[src/rtl/fifo_write_arbiter.sv]
// fifo_write_arbiter: round-robin sharing of one FIFO write port among four producers, throttled by occupancy watermarks
module fifo_write_arbiter #(
  parameter int DATA_W  = 8,
  parameter int COUNT_W = 4,
  parameter int HIGH_WM = 5,
  parameter int LOW_WM  = 2
) (
  input  logic                clk,
  input  logic                rst_n,
  input  logic [3:0]          req,
  input  logic [4*DATA_W-1:0] req_data,
  input  logic [COUNT_W-1:0]  fifo_words,
  output logic [3:0]          ack,
  output logic [1:0]          grant_id,
  output logic                wr_en,
  output logic [DATA_W-1:0]   fifo_data,
  output logic                throttled
);
  typedef enum logic [1:0] {RESET, FILL, HOLD} state_t;
  localparam logic [COUNT_W:0] HI = (COUNT_W+1)'(HIGH_WM);
  localparam logic [COUNT_W:0] LO = (COUNT_W+1)'(LOW_WM);
  state_t           state;
  logic [1:0]       rr_ptr, pick;
  logic             found;
  logic [3:0]       elig;
  logic [COUNT_W:0] occ;
  // the word being written this cycle lands on the coming edge, so count it now
  assign occ  = {1'b0, fifo_words} + (COUNT_W+1)'(wr_en);
  assign elig = req & ~ack;
  always_comb begin
    pick  = rr_ptr;
    found = 1'b0;
    for (int k = 3; k >= 0; k--)
      if (elig[rr_ptr + 2'(k)]) begin
        pick  = rr_ptr + 2'(k);
        found = 1'b1;
      end
  end
  always_ff @(posedge clk or negedge rst_n)
    if (!rst_n) begin
      state     <= RESET;
      ack       <= '0;
      wr_en     <= 1'b0;
      fifo_data <= '0;
      grant_id  <= '0;
      throttled <= 1'b0;
      rr_ptr    <= '0;
    end else begin
      ack   <= '0;
      wr_en <= 1'b0;
      case (state)
        RESET: state <= FILL;
        FILL:
          if (occ >= HI) begin
            state     <= HOLD;
            throttled <= 1'b1;
          end else if (found) begin
            ack       <= 4'b0001 << pick;
            wr_en     <= 1'b1;
            fifo_data <= req_data[pick*DATA_W +: DATA_W];
            grant_id  <= pick;
            rr_ptr    <= pick + 2'd1;
          end
        HOLD:
          if (occ <= LO) begin
            state     <= FILL;
            throttled <= 1'b0;
          end
        default: state <= RESET;
      endcase
    end
endmodule
[config.mk]
export PLATFORM = sky130hd
export DESIGN_NAME = fifo_write_arbiter
export DESIGN_NICKNAME = d
export VERILOG_FILES = /design/src/rtl/fifo_write_arbiter.sv
export SDC_FILE = /design/constraint.sdc
export NUM_CORES = 1
export LEC_CHECK = 0
export CORE_MARGIN = 4
export CORE_UTILIZATION = 30
export DETAILED_ROUTE_END_ITERATION = 10
export GPL_TIMING_DRIVEN = 0
export PLACE_DENSITY = 0.64
export SYNTH_ARGS = -nofsm -noshare
export SYNTH_HDL_FRONTEND = slang
export SYNTH_SLANG_ARGS = --single-unit
[constraint.sdc]
create_clock -name clk -period 3.3 [get_ports clk]
set_clock_uncertainty 0.1 [all_clocks]
set_input_delay 0.495 -clock clk [delete_from_list [all_inputs] [get_ports clk]]
set_output_delay 0.495 -clock clk [all_outputs]
set_load 0.05 [all_outputs]
==> flow_summary.ini <==
[timing]
period_needed_ps = 3023
worst_pin_slew_ps = 894.0
rsz0062_at_grt = no
finalHoldWorstSlack_ps = 406.3
max_slew_margin_pct = 40.21
fin_crit_sh_pct = 91.60
setup_viol = 0
tns_ps = 0
finalHoldViolCount = 0
final_max_slew_viol_count = 0
max_freq_mhz = 330.8

[synth]
synthAdderAreaFrac_pct = 1.810
synth_area_leaders = dfrtp_1 36%, a2111oi_4 6.0%, mux2i_1 5.8%
synth_simple_gate_area_share_pct = 16.29
synth-edff-count = 0
synthCells = 125
synth_mux_area_share_pct = 6.606
async_flop_share_pct = 100.0
syn_area_mm2 = 0.001383
syn_avg_cell_area_um2 = 11.06
synth-compound-area-share_pct = 32.04
synth_ff_type = dfrtp_1
yosysTopAreaCellShare_pct = 36.20
netlist.top_cell.by_area = dfrtp_1
synth_fp_nets = 169
ys_seq_area_share_pct = 36.20
yosys_warnings = 0
ys_ff_latch = 20
synth_top_family_by_area = compound AO/OA/AOI/OAI gates
synth_xor_area_share_pct = 0.6335
ys_types = 41

[worst_setup_path]
worstSetupStartpointType = primary input
cp.required_ps = 3330
cp-end-kind = register
worst-r2r-setup-slack_ps = 570
rr_startpoint = wr_en
critPathKind = in -> reg
reg2reg_to = fifo_data[7]
r2r_cells = 9
path_max_fanout = 10
worstPathArrival_ps = 3050
critPathLaunch = fifo_words[0]

[clock_tree]
clk_pin_slew_ps = 70
clockBufferDepth = 2
clk_latency_ps = 250
htreeDepth = 1
cts_tree = built
post_cts_buffers = 0
postCtsResizedCells = 0
cts_made_buffers = 3
cts.sinks = 20
cts_root_buf = clkbuf_8
ctsHoldBuffers = 0

[die]
rows = 24
fp.dieW_um = 75.89
ios = 58
die_h_um = 75.89
fp.dieArea_mm2 = 0.005759
coreArea_mm2 = 0.004414
initial_core_util_pct = 31.32

[global_routing]
overflow = 0
grt_pass1_vias = 1263
grt_first_pass_wirelength_um = 5920
grt_max_degree = 21
grt_antenna_before_repair = 0
gr-usage-all-layers_pct = 13.70

[finish]
diodes = 0
drive_gt1_share_pct = 16.22
syn_to_final_growth_pct = 48.96
final_cell_mix = 57 x clkdlybuf4s50_1, 20 x dfrtp_1, 17 x nor2_1
fin_nets = 231
final_common_cell = clkdlybuf4s50_1

[detailed_routing]
drcViolationCount = 0
ant_nets = 0
avgViaCountPerCell = 5.089
wl_per_cell_um = 16.11
drt-initial-drc-count = 69
dr.pass1.iters = 4
vias = 1206
wirelength_um = 3818

[pwr]
peakVddDrop_mv = 0.3428
p_leak_nw = 0.8124
powerDensity_mw_per_mm2 = 754.8
p_total_mw = 1.554

[run_status]
outcome = complete, no violations

[hold_path]
min_path_type = reg -> reg
hold_end = grant_id[0]
min_delay_path_depth = 2
min_from = grant_id[0]

[placed_design]
place_congestion = 0.7401
numPortBuffers = 57
dpl.hpwl_um = 3098

[run]
maxCapViolCount = 0
## cells by family after synthesis
kind of cell               after synthesis
xor gates and xnor gates                 1
muxes                                    9
adders and majority gates                2
buffers and inverters                   11
AOI/OAI and AO/OA                       44
DFF                                     20
and+or+nand+nor                         38
## where the power goes
| group | total (mW) | internal (mW) | switching (mW) | leakage (nW) |
|---|---|---|---|---|
| clock | 0.155 | 0.0811 | 0.0738 | 0.0216 |
| combinational | 0.981 | 0.393 | 0.588 | 0.548 |
| sequential | 0.419 | 0.342 | 0.0765 | 0.243 |
| total | 1.55 | 0.816 | 0.738 | 0.812 |
## synthesized netlist by cell type, types with 3 or more instances
cell and number:
a2111oi_0 3, nor2_1 17, a21oi_1 5, dfrtp_1 20
a21boi_0 9, nand2_1 5, a211oi_2 6, a211oi_1 5
mux2i_1 8, buf_6 4, a2111oi_4 3, inv_1 4
## metal layers
layer / part of all wire, % / vias to the layer above / track usage [%]
met5: 0 / - / 0
met4: 1.3 / 0 / 8.155
met3: 4.5 / 4 / 1.583
met2: 53 / 33 / 23.95
met1: 41 / 581 / 15.91
li1: - / 588 / -
## state kept, by name, indices dropped and copies added (netlist names)
name       cells
fifo_data      8
ack            4
grant_id       2
rr_ptr         2
state          2
throttled      1
wr_en          1
## through the flow
step	instances	area [µm²]	setup slack [ps]	util [%]
final	237	2059	277.4	46.66
after floorplan	125	1383	554.9	-
after global placement	234	2018	109.1	45.72
after global routing	237	2059	110.2	46.66
after detailed placement	234	2018	9.720	45.72
after CTS	237	2059	294.1	46.66
## how the worst max path moves through the flow
stage	to	slack (ps)	cells after the start
after floorplan	fifo_data[4]	550	9
final	fifo_data[7]	280	10
after global placement	fifo_data[7]	110	10
after global routing	fifo_data[5]	110	11
after detailed placement	fifo_data[7]	10	10
after CTS	fifo_data[7]	290	10
## layout make-up
cell class | instances | area (µm²)
fill | 408 | 2355
multi-input combinational | 94 | 793.3
timing repair buffer | 57 | 570.5
sequential | 20 | 500.5
buffer | 6 | 70.07
tap | 52 | 65.06
clock buffer | 3 | 41.29
inverter | 5 | 18.77
## worst max-delay path, stage by stage
cell and delay, ps:
clkdlybuf4s50_1 410, ha_1 240, ha_1 330, nor4b_1 320, a32oi_1 170, o22ai_2 240
nand4b_4 210, buf_6 210, a2111oi_4 340, a211oi_2 70
No activity file was read; power rests on OpenSTA's default activity.
